[config.mk]
export PLATFORM = sky130hd
export DESIGN_NAME = r5p_sim_ctl
export DESIGN_NICKNAME = d
export VERILOG_FILES = /design/src/rtl/r5p_sim_ctl_pkg.sv /design/src/rtl/r5p_fifo_sync.sv /design/src/rtl/r5p_sim_ctl.sv
export SDC_FILE = /design/constraint.sdc
export NUM_CORES = 1
export LEC_CHECK = 0
export BUFFER_PORTS_ARGS = -buffer_cell sky130_fd_sc_hd__buf_2
export CORE_ASPECT_RATIO = 1.25
export CORE_MARGIN = 5
export CORE_UTILIZATION = 53
export DETAILED_ROUTE_END_ITERATION = 10
export GPL_TIMING_DRIVEN = 0
export PLACE_DENSITY = 0.85
export SLEW_MARGIN = 5
export SYNTH_ARGS = -nofsm -noshare
export SYNTH_HDL_FRONTEND = slang
export SYNTH_HIERARCHICAL = 1
export SYNTH_SLANG_ARGS = --single-unit
[constraint.sdc]
create_clock -name clk -period 3.5 [get_ports clk]
set_input_delay 0.525 -clock clk [delete_from_list [all_inputs] [get_ports clk]]
set_output_delay 0.525 -clock clk [all_outputs]
set_load 0.005 [all_outputs]
[src/rtl/r5p_sim_ctl_pkg.sv]
// rtl/r5p_sim_ctl_pkg.sv - register map, FSM states and exit constants for r5p_sim_ctl
package r5p_sim_ctl_pkg;

   localparam logic [7:0] OFS_DATA_BEGIN = 8'h00;
   localparam logic [7:0] OFS_DATA_END   = 8'h04;
   localparam logic [7:0] OFS_HALT       = 8'h08;
   localparam logic [7:0] OFS_CYCLE      = 8'h0C;
   localparam logic [7:0] OFS_CONSOLE    = 8'h10;
   localparam logic [7:0] OFS_WDOG       = 8'h14;

   localparam logic [31:0] EXIT_TIMEOUT = 32'hDEAD_0001;

   typedef enum logic [1:0] {
      ST_RUN   = 2'd0,
      ST_DRAIN = 2'd1,
      ST_HALT  = 2'd2
   } state_t;

endpackage

[src/rtl/r5p_fifo_sync.sv]
// rtl/r5p_fifo_sync.sv - single-clock FIFO, power-of-2 depth, stream-style handshakes
module r5p_fifo_sync #(
   parameter int unsigned DW = 8,
   parameter int unsigned FD = 4,
   localparam int unsigned PW = $clog2(FD),
   localparam int unsigned CW = PW + 1
)(
   input  logic          clk,
   input  logic          rst,
   input  logic [DW-1:0] s_tdata,
   input  logic          s_tvalid,
   output logic          s_tready,
   output logic [DW-1:0] m_tdata,
   output logic          m_tvalid,
   input  logic          m_tready,
   output logic [CW-1:0] count,
   output logic          full,
   output logic          empty
);

   logic [DW-1:0] mem_q [FD];
   logic [DW-1:0] mem_d [FD];
   logic [PW-1:0] wptr_q, wptr_d, rptr_q, rptr_d;
   logic [CW-1:0] cnt_q, cnt_d;
   logic          push, pop;

   always_comb begin
      full     = (cnt_q == CW'(FD));
      empty    = (cnt_q == '0);
      count    = cnt_q;
      s_tready = !full;
      m_tvalid = !empty;
      m_tdata  = mem_q[rptr_q];
      push     = s_tvalid && !full;
      pop      = m_tready && !empty;
      mem_d    = mem_q;
      wptr_d   = wptr_q;
      rptr_d   = rptr_q;
      cnt_d    = cnt_q;
      if (push) begin
         mem_d[wptr_q] = s_tdata;
         wptr_d        = wptr_q + PW'(1);
      end
      if (pop) begin
         rptr_d = rptr_q + PW'(1);
      end
      // push and pop together leave the occupancy unchanged
      case ({push, pop})
         2'b10:   cnt_d = cnt_q + CW'(1);
         2'b01:   cnt_d = cnt_q - CW'(1);
         default: cnt_d = cnt_q;
      endcase
   end

   always_ff @(posedge clk) begin
      mem_q <= mem_d;
   end

   always_ff @(posedge clk) begin
      if (rst) begin
         wptr_q <= '0;
         rptr_q <= '0;
         cnt_q  <= '0;
      end else begin
         wptr_q <= wptr_d;
         rptr_q <= rptr_d;
         cnt_q  <= cnt_d;
      end
   end

endmodule

[src/rtl/r5p_sim_ctl.sv]
// rtl/r5p_sim_ctl.sv - simulation control: signature bounds, halt, cycle counter, console;
// watchdog present only with R5P_SIM_CTL_WATCHDOG_EN defined
module r5p_sim_ctl
   import r5p_sim_ctl_pkg::*;
#(
   parameter int unsigned AW  = 6,
   parameter int unsigned DW  = 32,
   parameter int unsigned FD  = 4,
   parameter int unsigned WDR = 0,
   localparam int unsigned DSW = DW/8
)(
   input  logic           clk,
   input  logic           rst,
   input  logic           req,
   input  logic           wen,
   input  logic [AW-1:0]  adr,
   input  logic [DSW-1:0] sel,
   input  logic [DW-1:0]  wdt,
   output logic [DW-1:0]  rdt,
   output logic           ack,
   output logic [DW-1:0]  sig_begin,
   output logic [DW-1:0]  sig_end,
   output logic           halt,
   output logic [DW-1:0]  exit_code,
   output logic           tout,
   output logic           con_vld,
   output logic [7:0]     con_dat,
   input  logic           con_rdy
);

   localparam int unsigned CW = $clog2(FD) + 1;

   state_t        state_q, state_d;
   logic [DW-1:0] begin_q, begin_d, end_q, end_d, exit_q, exit_d, cycle_q, cycle_d;
   logic [DW-1:0] con_status;
   logic [AW-1:0] adr_w;
   logic          wr, rd, con_wr, con_space, con_full, con_empty;
   logic [CW-1:0] con_cnt;
   logic          unused_adr;
`ifdef R5P_SIM_CTL_WATCHDOG_EN
   logic [DW-1:0] wdog_q, wdog_d;
   logic          tout_q, tout_d, wd_wr, wd_expire;
`endif

   function automatic logic hit(input logic [AW-1:0] a, input logic [7:0] ofs);
      return a == AW'(ofs);
   endfunction

   function automatic logic [DW-1:0] merge(input logic [DW-1:0] old_v,
                                           input logic [DW-1:0] new_v,
                                           input logic [DSW-1:0] be);
      logic [DW-1:0] v;
      v = old_v;
      for (int i = 0; i < DSW; i++) begin
         if (be[i]) v[8*i +: 8] = new_v[8*i +: 8];
      end
      return v;
   endfunction

   assign adr_w      = {adr[AW-1:2], 2'b00};
   assign unused_adr = ^adr[1:0];

   always_comb begin
      wr        = req && wen && (state_q == ST_RUN);
      rd        = req && !wen;
      con_wr    = wr && hit(adr_w, OFS_CONSOLE) && sel[0];
      ack       = !(con_wr && !con_space);
      state_d   = state_q;
      begin_d   = begin_q;
      end_d     = end_q;
      exit_d    = exit_q;
      cycle_d   = cycle_q + DW'(1);

      con_status            = '0;
      con_status[1:0]       = {con_full, con_empty};
      con_status[16 +: CW]  = con_cnt;

      if (wr && hit(adr_w, OFS_DATA_BEGIN)) begin_d = merge(begin_q, wdt, sel);
      if (wr && hit(adr_w, OFS_DATA_END))   end_d   = merge(end_q, wdt, sel);

`ifdef R5P_SIM_CTL_WATCHDOG_EN
      tout_d    = tout_q;
      wdog_d    = wdog_q;
      wd_wr     = wr && hit(adr_w, OFS_WDOG);
      wd_expire = (state_q == ST_RUN) && !wd_wr && (wdog_q == DW'(1));
      if (wd_wr) begin
         wdog_d = merge(wdog_q, wdt, sel);
      end else if ((state_q == ST_RUN) && (wdog_q != '0)) begin
         wdog_d = wdog_q - DW'(1);
      end
`endif

      case (state_q)
         ST_RUN: begin
            // an explicit HALT write outranks a watchdog expiry in the same cycle
            if (wr && hit(adr_w, OFS_HALT)) begin
               state_d = ST_DRAIN;
               exit_d  = wdt;
            end
`ifdef R5P_SIM_CTL_WATCHDOG_EN
            else if (wd_expire) begin
               state_d = ST_DRAIN;
               exit_d  = DW'(EXIT_TIMEOUT);
               tout_d  = 1'b1;
            end
`endif
         end
         ST_DRAIN: begin
            if (con_empty) state_d = ST_HALT;
         end
         ST_HALT:  state_d = ST_HALT;
         default:  state_d = ST_RUN;
      endcase

      rdt = '0;
      if (rd) begin
         if (hit(adr_w, OFS_DATA_BEGIN))      rdt = begin_q;
         else if (hit(adr_w, OFS_DATA_END))   rdt = end_q;
         else if (hit(adr_w, OFS_CYCLE))      rdt = cycle_q;
         else if (hit(adr_w, OFS_CONSOLE))    rdt = con_status;
`ifdef R5P_SIM_CTL_WATCHDOG_EN
         else if (hit(adr_w, OFS_WDOG))       rdt = wdog_q;
`endif
      end
   end

   always_ff @(posedge clk) begin
      if (rst) begin
         state_q <= ST_RUN;
         begin_q <= '0;
         end_q   <= '0;
         exit_q  <= '0;
         cycle_q <= '0;
`ifdef R5P_SIM_CTL_WATCHDOG_EN
         wdog_q  <= DW'(WDR);
         tout_q  <= 1'b0;
`endif
      end else begin
         state_q <= state_d;
         begin_q <= begin_d;
         end_q   <= end_d;
         exit_q  <= exit_d;
         cycle_q <= cycle_d;
`ifdef R5P_SIM_CTL_WATCHDOG_EN
         wdog_q  <= wdog_d;
         tout_q  <= tout_d;
`endif
      end
   end

   r5p_fifo_sync #(
      .DW (8),
      .FD (FD)
   ) u_con_fifo (
      .clk      (clk),
      .rst      (rst),
      .s_tdata  (wdt[7:0]),
      .s_tvalid (con_wr),
      .s_tready (con_space),
      .m_tdata  (con_dat),
      .m_tvalid (con_vld),
      .m_tready (con_rdy),
      .count    (con_cnt),
      .full     (con_full),
      .empty    (con_empty)
   );

   assign sig_begin = begin_q;
   assign sig_end   = end_q;
   assign exit_code = exit_q;
   assign halt      = (state_q == ST_HALT);
`ifdef R5P_SIM_CTL_WATCHDOG_EN
   assign tout      = tout_q;
`else
   assign tout      = 1'b0;
`endif

endmodule

==> results list, run 1 <==
- Result of the run: completed
* Detailed-route via count: 6876
- WS Path Type: primary input to output port
- Clock sinks: 169
- Synthesis inferred 169 register bits.
* Endpoint of the most critical register-to-register path: u_con_fifo/count[2]
- The number of nets handed over by synthesis was 841.
- Power spread over the standard cell area amounts to 469.2 nW/um2.
- The worst register-to-register path has a setup slack of 610 ps.
* Register-to-Register Path Depth: 14
* Worst vdd ir: 362.6 uV
* Number of buffers added for setup after CTS: 0
- In this run the most critical hold path is launched from wdt[18].
- Area of the mapped netlist: 7398 um2
- Setup violations remaining at the end of the flow were counted as 0.
* Total number of H-tree levels: 4
- In the synthesized netlist, the number of instances is a little under 800.
- Path category of the worst min-delay check: primary input to flop
- Number of cells traversed by the worst hold path: 3
- The share of the Yosys chip area taken by registers is 50.06%.
- FFs w/ async S/R, synth: 0%
- Number of antenna violations at the first check in global routing: 1
- Synth Area per Inst: 9.449 um2
- Power comes to 4.299 mW.
- For the worst setup path, the data arrival time is approximately 2800 ps.
- Category of the worst setup path launch point: primary input
- The clock passes through at most 2 buffers.
- The tree is rooted in a sky130_fd_sc_hd__clkbuf_16.
- DR WL/cell: 19.32 um
* Die outline area: 16440 um2
- Across the run, the number of max-cap violations was 0.
* Crit path time final: 3355 ps
- The initial utilization of the core area, before any placement, comes to 53.79%.
- For the pin with the worst max-slew slack, the measured transition is approximately 740 ps.
- The count of nets left with antenna violations once routing finished came out at 0.
- Syn. warnings: 6
- Derived from the worst setup path, the maximum achievable clock frequency is 298.0 MHz.
* Pre-Repair DR Iteration Count: 5
- Kind of capture point of the worst setup path: output port
* Number of port buffers: about 180
* Width of the die: 115.7 um
- Clock network latency to the later pin of the worst-skew pair: 430 ps
- After clock tree synthesis, the flow added hold-fix buffers numbering 0.
* Synth Flop Type: sky130_fd_sc_hd__dfxtp_1
- In the routed design, unresolved DRC markers number 0.
* Cell area after placement: about 8500 um2
- STA puts the critical path data required time at 2970 ps.
* Mean number of vias per cell: ~5.9
* Area of all placed cells without fillers: 9163 um2
- Number of buffers added by the clock tree synthesis step: 17
* Layout cells sized above 1: 24.55%
* Number of global-route vias before repair: 6691
- Post-CTS repair changed the size of 0 cells.
- The final layout contains 1039 nets.
* First-pass GRT wire length: 35000 um
- After the first detailed-routing iteration, the DRC count stood at 673.
- The synthesized design contains 32 enable-type register cells.
- The analysis attributes to cell leakage a power of 4.113 nW.
- Top-level I/O count: 187
- Setup total negative slack on the finished layout was measured at 0 ps.
- The core region is around 14000 um2.
* Unrepaired setup endpoints after global routing: false
- In this run the critical register-to-register path is launched from state_q[0].
- Gr usage total: between 20% and 30%
- Clk pin slew, worst setup/hold paths: 60 ps
- Measured along the y axis, the die boundary spans ~140 um.
- Summed over all nets, the half-perimeter wirelength after detailed placement is 16900 um.
- The netlist uses 47 different library cells.
- TritonCTS built the clock tree.
* Total gr overflow: 0
* Row cnt: 48
- Of all nets on the critical path, the largest fanout is 10.
* Worst clock skew: 7.556 ps
* Destination of the worst hold path: exit_code[18]
- The total count of hold-check failures in the final report came to 0.
- Entering global routing, the biggest net connects 17 pins.
* Aggregate routed wire length: 22600 um
- Total count of max-transition violations in the final report: 0
- Routability-driven placement finished with a final weighted congestion of 0.9719.
- Headroom to the max-slew limit: 50.66%
- Relative to the synthesized area, the layout overhead comes to 23.85%.
* Crit share post-route: 95.87%
==> cells in the mapped netlist (2+ instances only) <==
| master | number | area [um2] |
|---|---|---|
| sky130_fd_sc_hd__and2_1 | 4 | 25.02 |
| sky130_fd_sc_hd__nor2b_1 | 12 | 75.07 |
| sky130_fd_sc_hd__nor3_1 | 36 | 180.2 |
| sky130_fd_sc_hd__mux2_2 | 6 | 67.56 |
| sky130_fd_sc_hd__clkbuf_1 | 46 | 172.7 |
| sky130_fd_sc_hd__or4_1 | 8 | 60.06 |
| sky130_fd_sc_hd__nand3_1 | 13 | 65.06 |
| sky130_fd_sc_hd__buf_4 | 3 | 22.52 |
| sky130_fd_sc_hd__edfxtp_1 | 32 | 960.9 |
| sky130_fd_sc_hd__inv_2 | 5 | 18.77 |
| sky130_fd_sc_hd__o21ai_0 | 9 | 45.04 |
| sky130_fd_sc_hd__and4b_1 | 2 | 20.02 |
| sky130_fd_sc_hd__a221o_1 | 2 | 20.02 |
| sky130_fd_sc_hd__or3_1 | 9 | 56.30 |
| sky130_fd_sc_hd__dfxtp_1 | 137 | 2743 |
| sky130_fd_sc_hd__nor2_1 | 120 | 450.4 |
| sky130_fd_sc_hd__o22ai_1 | 3 | 18.77 |
| sky130_fd_sc_hd__nor4_1 | 9 | 56.30 |
| sky130_fd_sc_hd__mux4_2 | 8 | 180.2 |
| sky130_fd_sc_hd__a21oi_1 | 51 | 255.2 |
| sky130_fd_sc_hd__ha_1 | 10 | 125.1 |
| sky130_fd_sc_hd__nand3_2 | 2 | 20.02 |
| sky130_fd_sc_hd__nand2b_1 | 8 | 50.05 |
| sky130_fd_sc_hd__or2_2 | 3 | 18.77 |
| sky130_fd_sc_hd__mux2i_1 | 67 | 670.6 |
| sky130_fd_sc_hd__xnor2_1 | 10 | 87.58 |
| sky130_fd_sc_hd__xor2_1 | 5 | 43.79 |
| sky130_fd_sc_hd__a22oi_1 | 3 | 22.52 |
| sky130_fd_sc_hd__and3_1 | 3 | 18.77 |
| sky130_fd_sc_hd__nand4_1 | 11 | 68.82 |
| sky130_fd_sc_hd__a221oi_1 | 27 | 236.5 |
| sky130_fd_sc_hd__inv_1 | 15 | 56.30 |
| sky130_fd_sc_hd__o31ai_1 | 8 | 60.06 |
| sky130_fd_sc_hd__nand2_1 | 83 | 311.6 |
==> flip-flops by register name, summed over array words and instances (netlist names) <==
signal             cells
u_con_fifo/rptr_q      2
u_con_fifo/mem_q      32
state_q                2
exit_code             32
cycle_q               32
u_con_fifo/count       3
u_con_fifo/wptr_q      2
sig_begin             32
sig_end               32
==> stage by stage <==
| step | std cells | utilization [%] | hold slack [ps] | worst slack (ps) |
|---|---|---|---|---|
| after floorplan | 783 | - | 438.5 | 939.4 |
| after global placement | 1137 | 61.90 | 438.3 | 303.7 |
| after detailed placement | 1137 | 61.90 | 443.9 | 272.0 |
| after CTS | 1169 | 66.60 | 344.8 | 255.5 |
| after global routing | 1170 | 66.62 | 364.3 | 1.996 |
| final | 1170 | 66.62 | 358.5 | 144.6 |
==> cell families (layout without fill, tap and decap cells) <==
logic type	after synthesis	in the layout	share of synthesized area, %
AND/OR/NAND/NOR	330	330	20.85
flip-flops	169	169	50.06
AO/OA/AOI/OAI	104	104	8.963
multiplexers	81	81	12.41
buffers and inverters	72	283	3.923
XOR/XNOR	15	15	1.776
adder cells (fa/ha/maj)	11	11	1.962
other	1	2	0.05069
==> worst max-delay path: stages <==
cell                       delay, ps
sky130_fd_sc_hd__clkbuf_1        170
sky130_fd_sc_hd__nor3_1          560
sky130_fd_sc_hd__clkbuf_1        500
sky130_fd_sc_hd__clkbuf_1        440
sky130_fd_sc_hd__a221oi_1        140
sky130_fd_sc_hd__nor3_1          300
sky130_fd_sc_hd__buf_2           180
==> placed cells by master (no fill, tap or decap), drive strengths merged, types with 12 or more instances in the layout <==
cell type	synthesis	layout
dfxtp	137	137
edfxtp	32	32
a21oi	51	51
nor2	121	121
nor3	36	36
nor2b	12	12
buf	6	185
mux2i	67	67
nand3	15	15
a221oi	27	27
inv	20	21
clkbuf	46	69
nand2	83	83
==> routing by layer <==
| metal | track usage [%] | part of all wire (%) | vias up |
|---|---|---|---|
| li1 | - | - | 3166 |
| met1 | 31.73 | 37 | 3238 |
| met2 | 46.37 | 49 | 384 |
| met3 | 6.806 | 8.9 | 88 |
| met4 | 15.82 | 5.1 | 0 |
| met5 | 0 | 0 | - |
==> how the worst max path moves through the flow <==
| stage | start | end | slack [ps] | cells after the start |
|---|---|---|---|---|
| global route | adr[4] | rdt[30] | 2 | 7 |
| floorplan | state_q[0] | u_con_fifo/count[2] | 940 | 14 |
| detailed placement | adr[4] | rdt[10] | 270 | 7 |
| CTS | adr[4] | rdt[30] | 260 | 7 |
| global placement | adr[4] | rdt[10] | 300 | 7 |
| finish | adr[4] | rdt[30] | 140 | 7 |
==> report_power, final <==
group,internal (mW),switching [mW],leakage (nW)
logic,0.0905,0.169,2.40
registers,2.00,0.0173,1.39
clock network,1.25,0.770,0.318
total,3.34,0.956,4.11
==> layout make-up <==
cell class | instances | area (um2)
fill | 1108 | 4591
sequential | 169 | 3704
multi-input combinational | 542 | 3405
timing repair buffer | 179 | 895.9
clock buffer | 23 | 513.0
tap | 175 | 219.0
buffer | 52 | 215.2
clock inverter | 9 | 133.9
inverter | 20 | 75.07
antenna | 1 | 2.502
Note: power is estimated with default switching activity, not from simulation.
==> inputs of run 2 (changes only) <==
--- a/config.mk
+++ b/config.mk
@@ -8,10 +8,10 @@
 export BUFFER_PORTS_ARGS = -buffer_cell sky130_fd_sc_hd__buf_2
 export CORE_ASPECT_RATIO = 1.25
 export CORE_MARGIN = 5
-export CORE_UTILIZATION = 53
+export CORE_UTILIZATION = 45
 export DETAILED_ROUTE_END_ITERATION = 10
 export GPL_TIMING_DRIVEN = 0
-export PLACE_DENSITY = 0.85
+export PLACE_DENSITY = 0.74
 export SLEW_MARGIN = 5
 export SYNTH_ARGS = -nofsm -noshare
 export SYNTH_HDL_FRONTEND = slang
==> results list, run 2 (synthesized netlist as in run 1, its figures left out) <==
- Result of the run: completed (unchanged)
- Count of instances resized after the clock tree is built: 0 (unchanged)
- Commonest cells after routing, fill and taps aside: sky130_fd_sc_hd__buf_2 (180), sky130_fd_sc_hd__dfxtp_1 (137), sky130_fd_sc_hd__nor2_1 (120) (unchanged).
- The path length in cells of the critical path came to 7 (unchanged).
* Last weighted congestion value of the routability-driven placer: 0.9070 (was 0.9719)
* Area of the core region: 16200 um2 (was 13750 um2)
- The global-route met2 utilization came to 37.94% (was 46.37%).
* Final setup margin: 96.77 ps (was 144.6 ps)
- The number of placed I/O pins is 187 (unchanged).
- The nature of the critical path startpoint is a primary input (unchanged).
- Kind of capture point of the worst setup path: output port (unchanged)
* Clock Root Buffer: sky130_fd_sc_hd__clkbuf_16 (unchanged)
- Total number of H-tree levels: 4 (unchanged)
- WS Path Type: primary input to output port (unchanged)
- The actual slew at the worst max-slew pin is 709.5 ps (was 737.9 ps).
* Number of port buffers: 179 (unchanged)
* Worst vdd ir: 283.3 uV (was 362.6 uV)
* Pre-Repair DR Iteration Count: 5 (unchanged)
- Cell Pwr Density: 451.6 nW/um2 (was 469.2 nW/um2)
- Cell family with the largest share of critical-path delay: buffers and inverters (unchanged)
- Number of cells traversed by the worst hold path: 3 (unchanged)
- Worst clock skew: 11.76 ps (was 7.556 ps)
- Die outline area: 19120 um2 (was 16440 um2)
- The mean routed wirelength per cell is 17.90 um (was 19.32 um).
- The count of hold buffers inserted by post-cts repair was 0 (unchanged).
- Path category of the worst min-delay check: primary input to flop (unchanged)
- Met3 track demand over resource: 6.143% (was 6.806%)
- The arrival time at the worst endpoint was 2880 ps (was 2830 ps).
- The number of clock buffers inserted by TritonCTS came to 17 (unchanged).
- The total count of hold-check failures in the final report was 0 (unchanged).
* Top Usage Layer GRT: met2 (unchanged)
- Ordered cell list for the critical path: clkbuf_1 > nor3_1 > clkbuf_1 > clkbuf_1 > a221oi_1 > nor3_1 > buf_2 (unchanged)
- The logic gate share of total power came to 6.3% (was 6.0%).
* CP max stage cell: sky130_fd_sc_hd__nor3_1 (unchanged)
* Die boundary height: 153.4 um (was 142.1 um)
- Initial drt markers: 486 (was 673)
* CTS tree: built (unchanged)
- Summed negative setup slack over all endpoints: 0 ps (unchanged)
- Cell area after placement: 8564 um2 (was 8513 um2)
* Post-DRT Antenna Nets: 0 (unchanged)
- The row count is 52 (was 48).
* # diodes: 0 (was 1)
* Mean number of vias per cell: 5.448 (was 5.877)
* Post-layout total power: 4.137 mW (was 4.299 mW)
- The global routing met1 resource utilization came to 27.54% (was 31.73%).
* Register-to-Register Path Depth: 14 (unchanged)
- Critical-path maximum fanout: 10 (unchanged)
- Internal cell power: 3.101 mW (was 3.343 mW)
- Required time of the critical path: 2970 ps (about the same)
- Area of all placed cells without fillers: 9161 um2 (was 9163 um2)
- Layout cells sized above 1: 24.45% (was 24.55%)
- The clock sink count came to 169 (unchanged).
- Clk pin slew, worst setup/hold paths: 70 ps (was 60 ps)
- First-pass GRT wire length: 34310 um (was 35000 um)
- The wire length reported by the detailed router came to 21660 um (was 22600 um).
- The relative slew slack is 52.33% (was 50.66%).
- Pin count of the biggest net entering global routing: 18 (was 17)
- The latest clock arrival within the worst-skew pair is 430 ps (about the same).
- Proportion of power drawn by flip-flops and latches: 48.7% (was 46.9%)
* Worst path buffer plus inverter count: 4 (unchanged)
* Crit-path most repeated cell: sky130_fd_sc_hd__clkbuf_1 (unchanged)
- The buffers inserted during post-CTS setup optimization came to 0 (unchanged).
- Detailed-route via count: 6592 (was 6876)
- The layout net count was 1039 (unchanged).
- The number of global-route vias before repair is 6396 (was 6691).
- The effective utilization at floorplan came to 45.67% (was 53.79%).
- Pre-CTS worst setup slack: 218.0 ps (was 272.0 ps)
* Crit path largest cell delay: 650 ps (was 560 ps)
- Leakage power: 4.075 nW (was 4.113 nW)
* Gr usage total: 22.35% (was 27.55%)
- The minimum setup slack among reg-to-reg paths is 650 ps (was 610 ps).
* DRC violation count after routing: 0 (unchanged)
* Width of the die: 124.7 um (was 115.7 um)
- Net switching power of the design: 1.037 mW (was 0.9558 mW)
- The HPWL reported at the end of detailed placement was 16330 um (was 16900 um).
- The global-route congestion overflow total is 0 (unchanged).
- Sw frac: 25.05% (was 22.24%)
* Total count of max-transition violations in the final report: 0 (unchanged)
- The area growth from synthesis to layout was 23.83% (was 23.85%).
- The most common cell after layout, fill and taps aside is sky130_fd_sc_hd__buf_2 (unchanged).
* Number of maximum-capacitance violations: 0 (unchanged)
- The final number of setup-violating endpoints came to 0 (unchanged).
* Unrepaired setup endpoints after global routing: false (unchanged)
- The number of antenna violations at the first check in global routing is 1 (unchanged).
- Crit path time final: 3403 ps (was 3355 ps)
- Crit share post-route: 97.24% (was 95.87%)
- The highest attainable clock frequency came to 293.8 MHz (was 298.0 MHz).
* Maximum count of clock buffers along a single path: 2 (unchanged)
- Portion of total power attributed to the clock network: 45.0% (was 47.0%)
* Final Hold Slack: 349.2 ps (was 358.5 ps)
## run 2: cell count changes in the layout (fill, tap and decap cells not counted), moves of 2 or more
cell                        change
sky130_fd_sc_hd__bufinv_16      -2
sky130_fd_sc_hd__clkbuf_8       -4
sky130_fd_sc_hd__clkinv_2       -2
sky130_fd_sc_hd__clkinv_4       +2
sky130_fd_sc_hd__clkinv_8       +3
sky130_fd_sc_hd__inv_8          +3
## run 2: tightest hold or removal path: stages
cell                      delay [ps]
sky130_fd_sc_hd__buf_2           120
sky130_fd_sc_hd__nand2_1          50
sky130_fd_sc_hd__a21oi_1          50
## run 2: metrics by stage
step	instances	utilization [%]
6_report	1210	56.55
5_1_grt	1210	56.55
4_1_cts	1210	56.55
3_5_place_dp	1178	52.87
3_3_place_gp	1178	52.87
2_1_floorplan	783	-
## run 2: final cells by class
cell class	instances	area, um2
Sequential cell	169	3704
Buffer	52	215.2
Tap cell	216	270.3
Clock buffer	17	425.4
Timing Repair Buffer	179	895.9
Inverter	20	75.07
Clock inverter	15	171.4
Fill cell	1480	7039
Multi-Input combinational cell	542	3405
## run 2: worst paths after layout
kind                                     from             endpoint
worst max-delay path                   adr[4]              rdt[25]
worst min-delay path                  wdt[13]        exit_code[13]
worst max register to register     state_q[0]  u_con_fifo/count[2]
worst min register to register  exit_code[25]        exit_code[25]
## run 2: routing by layer
metal | routed length [um] | share of wire (%) | up-vias
li1 | - | - | 3157
met1 | 8995 | 42 | 3154
met2 | 10790 | 50 | 249
met3 | 1489 | 6.9 | 30
met4 | 375 | 1.7 | 2
met5 | 7 | 0.032 | -
## run 2: power by group through the flow
stage / logic, mW / clock network (mW) / registers (mW)
detailed placement: 0.261 / 0 / 2.06
finish: 0.261 / 1.86 / 2.01
CTS: 0.262 / 1.90 / 2.01
floorplan: 0.146 / 0 / 2.06
global placement: 0.255 / 0 / 2.06
global route: 0.290 / 1.99 / 2.01
==> inputs of run 3 (changes only) <==
--- a/config.mk
+++ b/config.mk
@@ -5,12 +5,14 @@
 export SDC_FILE = /design/constraint.sdc
 export NUM_CORES = 1
 export LEC_CHECK = 0
+export ABC_AREA = 1
 export BUFFER_PORTS_ARGS = -buffer_cell sky130_fd_sc_hd__buf_2
 export CORE_ASPECT_RATIO = 1.25
 export CORE_MARGIN = 5
 export CORE_UTILIZATION = 45
 export DETAILED_ROUTE_END_ITERATION = 10
 export GPL_TIMING_DRIVEN = 0
+export MAX_ROUTING_LAYER = met4
 export PLACE_DENSITY = 0.74
 export SLEW_MARGIN = 5
 export SYNTH_ARGS = -nofsm -noshare
==> results list, run 3 <==
* Result of the run: completed (unchanged)
* Aggregate routed wire length: 25900 um (was 21660 um)
- Ordered cell list for the critical path: buf_2 > inv_1 > nor2_1 > clkbuf_1 > o21ai_0 > nor2_1 > buf_2 (was clkbuf_1 > nor3_1 > clkbuf_1 > clkbuf_1 > a221oi_1 > nor3_1 > buf_2).
* CP max stage cell: sky130_fd_sc_hd__clkbuf_1 (was sky130_fd_sc_hd__nor3_1)
- Leakage power: 4.182 nW (was 4.075 nW)
- The most congested layer reported by global routing is met2 (unchanged).
- Unrepaired setup endpoints after global routing: false (unchanged)
- The global-route usage over all layers is 26.29% (was 22.35%).
- The share of flip-flops with an asynchronous set or reset after synthesis was 0% (unchanged).
- The width of the chip is 128.2 um (was 124.7 um).
- Detailed-route via count: 7973 (was 6592)
- The most common cell after layout, fill and taps aside is sky130_fd_sc_hd__nand2_1 (was sky130_fd_sc_hd__buf_2).
* Area used by multi-input combinational logic: 3418 um2 (was 3405 um2)
* Top cells by instance count after synthesis: sky130_fd_sc_hd__nand2_1 (240), sky130_fd_sc_hd__nor2_1 (144), sky130_fd_sc_hd__dfxtp_1 (137) (was sky130_fd_sc_hd__dfxtp_1 (137), sky130_fd_sc_hd__nor2_1 (120), sky130_fd_sc_hd__nand2_1 (83))
- Cell Pwr Density: 449.6 nW/um2 (was 451.6 nW/um2)
- Headroom to the max-slew limit: 47.43% (was 52.33%)
- Final std cells w/o fill: 1511 (was 1210)
- The total count of hold-check failures in the final report was 0 (unchanged).
* DRC violation count after routing: 0 (unchanged)
* Area of the core region: 17300 um2 (was 16200 um2)
* CP Data Arrival Time: 2160 ps (was 2880 ps)
* Number of buffers added for setup after CTS: 0 (unchanged)
- Total half-perimeter wirelength after legalization and detailed placement: 20320 um (was 16330 um)
- Post-synth EDFFs: 32 (unchanged)
- Synth Flop Type: sky130_fd_sc_hd__dfxtp_1 (unchanged)
* Worst vdd ir: 312.4 uV (was 283.3 uV)
- Die boundary height: 157.7 um (was 153.4 um)
* Final Setup Violations: 0 (unchanged)
- The number of nets produced by synthesis was 1131 (was 841).
- Synth Area per Inst: 7.319 um2 (was 9.449 um2)
- The antenna diode count is 0 (unchanged).
- Last weighted congestion value of the routability-driven placer: 0.9420 (was 0.9070)
* Count of cell types in the netlist: 35 (was 47)
- The post-route fraction of the period consumed by the critical path came to 76.65% (was 97.24%).
- Clk pin slew, worst setup/hold paths: 60 ps (was 70 ps)
- The post-CTS resize count is 0 (unchanged).
- # nets final: 1332 (was 1039)
- Register area share after synthesis: 47.16% (was 50.06%)
- The worst-case clock buffer depth was 2 (unchanged).
- The count of hold buffers inserted by post-cts repair came to 0 (unchanged).
* Required time of the critical path: 2970 ps (about the same)
* Number of maximum-capacitance violations: 0 (unchanged)
- Post-DRT Antenna Nets: 0 (unchanged)
- The area share of the largest cell type after synthesis came to 34.92% (was 37.07%).
- Pin count of the biggest net entering global routing: 17 (was 18)
- Initial core utilization: 45.41% (was 45.67%)
* Total count of max-transition violations in the final report: 0 (unchanged)
* Met3 track demand over resource: 5.164% (was 6.143%)
- FF+latch area: 3704 um2 (unchanged)
- Largest cells by area after synthesis: sky130_fd_sc_hd__dfxtp_1 (35%), sky130_fd_sc_hd__edfxtp_1 (12%), sky130_fd_sc_hd__nand2_1 (11%) (was sky130_fd_sc_hd__dfxtp_1 (37%), sky130_fd_sc_hd__edfxtp_1 (13%), sky130_fd_sc_hd__mux2i_1 (9.1%))
* Mean number of vias per cell: 5.277 (was 5.448)
* CTS tree: built (unchanged)
- The number of inserted filler cells in the final layout came to 1743 (was 1480).
* Kind of capture point of the worst setup path: output port (unchanged)
- The netlist area before placement was 7854 um2 (was 7398 um2).
* Slew @ Worst Pin: 785.6 ps (was 709.5 ps)
* DR WL/cell: 17.14 um (was 17.90 um)
- Die outline area: 20210 um2 (was 19120 um2)
- Number of synthesized register bits: 169 (unchanged)
* Clock sinks: 169 (unchanged)
* Critical-path maximum fanout: 10 (unchanged)
* Total gr overflow: 0 (unchanged)
* Number of port buffers: 182 (was 179)
- Crit path largest cell delay: 530 ps (was 650 ps)
- The number of synthesis warnings was 6 (unchanged).
* Cell taking the most area after synthesis: sky130_fd_sc_hd__dfxtp_1 (unchanged)
* Pre-Repair DR Iteration Count: 5 (unchanged)
- Number of global-route vias before repair: 7580 (was 6396)
- Summed negative setup slack over all endpoints: 0 ps (unchanged)
* Number of antenna violations at the first check in global routing: 0 (was 1)
- The global routing met1 resource utilization is 31.13% (was 27.54%).
- Commonest cells after routing, fill and taps aside: sky130_fd_sc_hd__nand2_1 (240), sky130_fd_sc_hd__buf_2 (193), sky130_fd_sc_hd__nor2_1 (144) (was sky130_fd_sc_hd__buf_2 (180), sky130_fd_sc_hd__dfxtp_1 (137), sky130_fd_sc_hd__nor2_1 (120))
- The worst slack on hold paths came to 325.0 ps (was 349.2 ps).
- Crit path time final: 2683 ps (was 3403 ps)
- The area growth from synthesis to layout is 22.32% (was 23.83%).
* Post-placement cell count: 1479 (was 1178)
* Top-level I/O count: 187 (unchanged)
* Total number of H-tree levels: 4 (unchanged)
- The highest attainable clock frequency came to 372.7 MHz (was 293.8 MHz).
* GR met2 Demand/Resource: 43.43% (was 37.94%)
* Worst clock skew: 14.50 ps (was 11.76 ps)
* Most numerous cell in the Yosys netlist: sky130_fd_sc_hd__nand2_1 (was sky130_fd_sc_hd__dfxtp_1)
* Layout cells sized above 1: 20.12% (was 24.45%)
- Clock Root Buffer: sky130_fd_sc_hd__clkbuf_16 (unchanged)
- The first-iteration detailed-routing DRC count was 711 (was 486).
- WS Path Type: primary input to output port (unchanged)
* First-pass GRT wire length: 39980 um (was 34310 um)
- The row count is 54 (was 52).
* Path category of the worst min-delay check: primary input to flop (unchanged)
* Number of buffers added by the clock tree synthesis step: 17 (unchanged)
* Cell count after synthesis: 1073 (was 783)
- The latest clock arrival within the worst-skew pair came to 430 ps (about the same).
- The nature of the critical path startpoint is a primary input (unchanged).
==> run 3: per-stage QoR <==
stage / power (mW) / worst slack (ps) / instance area, um2 / utilization, %
finish: 4.319 / 817.2 / 9607 / 55.54
global route: 4.477 / 710.6 / 9607 / 55.54
CTS: 4.335 / 824.0 / 9607 / 55.54
detailed placement: 2.537 / 873.9 / 9045 / 52.29
global placement: 2.524 / 916.5 / 9045 / 52.29
floorplan: 2.356 / 1196 / 7854 / -
==> run 3: kinds of logic after synthesis <==
logic type | synth area share (%)
xor+xnor | 0.1115
flops | 47.16
fa+ha+maj | 1.848
compound gates | 16.97
simple gates | 24.55
buf+inv | 9.319
other cells | 0.04775
==> run 3: worst paths after layout <==
check	from	endpoint	slack, ps	cells after the start
worst max-delay path	req	rdt[0]	820	7
worst max register to register	state_q[0]	u_con_fifo/mem_q[4]	930	6
worst min-delay path	rst	u_con_fifo/wptr_q[0]	330	2
worst min register to register	cycle_q[31]	cycle_q[31]	460	2
==> run 3: layer usage <==
metal	vias up	wire length, um
met5	-	0
met4	0	943
met3	66	1986
met2	372	12580
met1	3647	10390
li1	3888	-
==> run 3: final cells by class <==
class	count	area share, %
flip-flops and latches	169	38.55
multi-input cells	727	35.58
repair buffers	182	9.482
inverters	136	5.314
clock buffers	20	4.650
well taps	224	2.917
plain buffers	41	2.305
clock inverters	12	1.198
==> run 3: critical path, delay by kind of cell <==
family	cells	cell delay (ps)
buffers and inverters	4	830
and+or+nand+nor	2	600
AOI/OAI and AO/OA	1	200
==> run 3: where the power goes <==
part / switching (mW) / total, mW / internal, mW
registers: 0.0289 / 2.04 / 2.01
logic: 0.298 / 0.453 / 0.155
clock network: 0.813 / 1.82 / 1.01
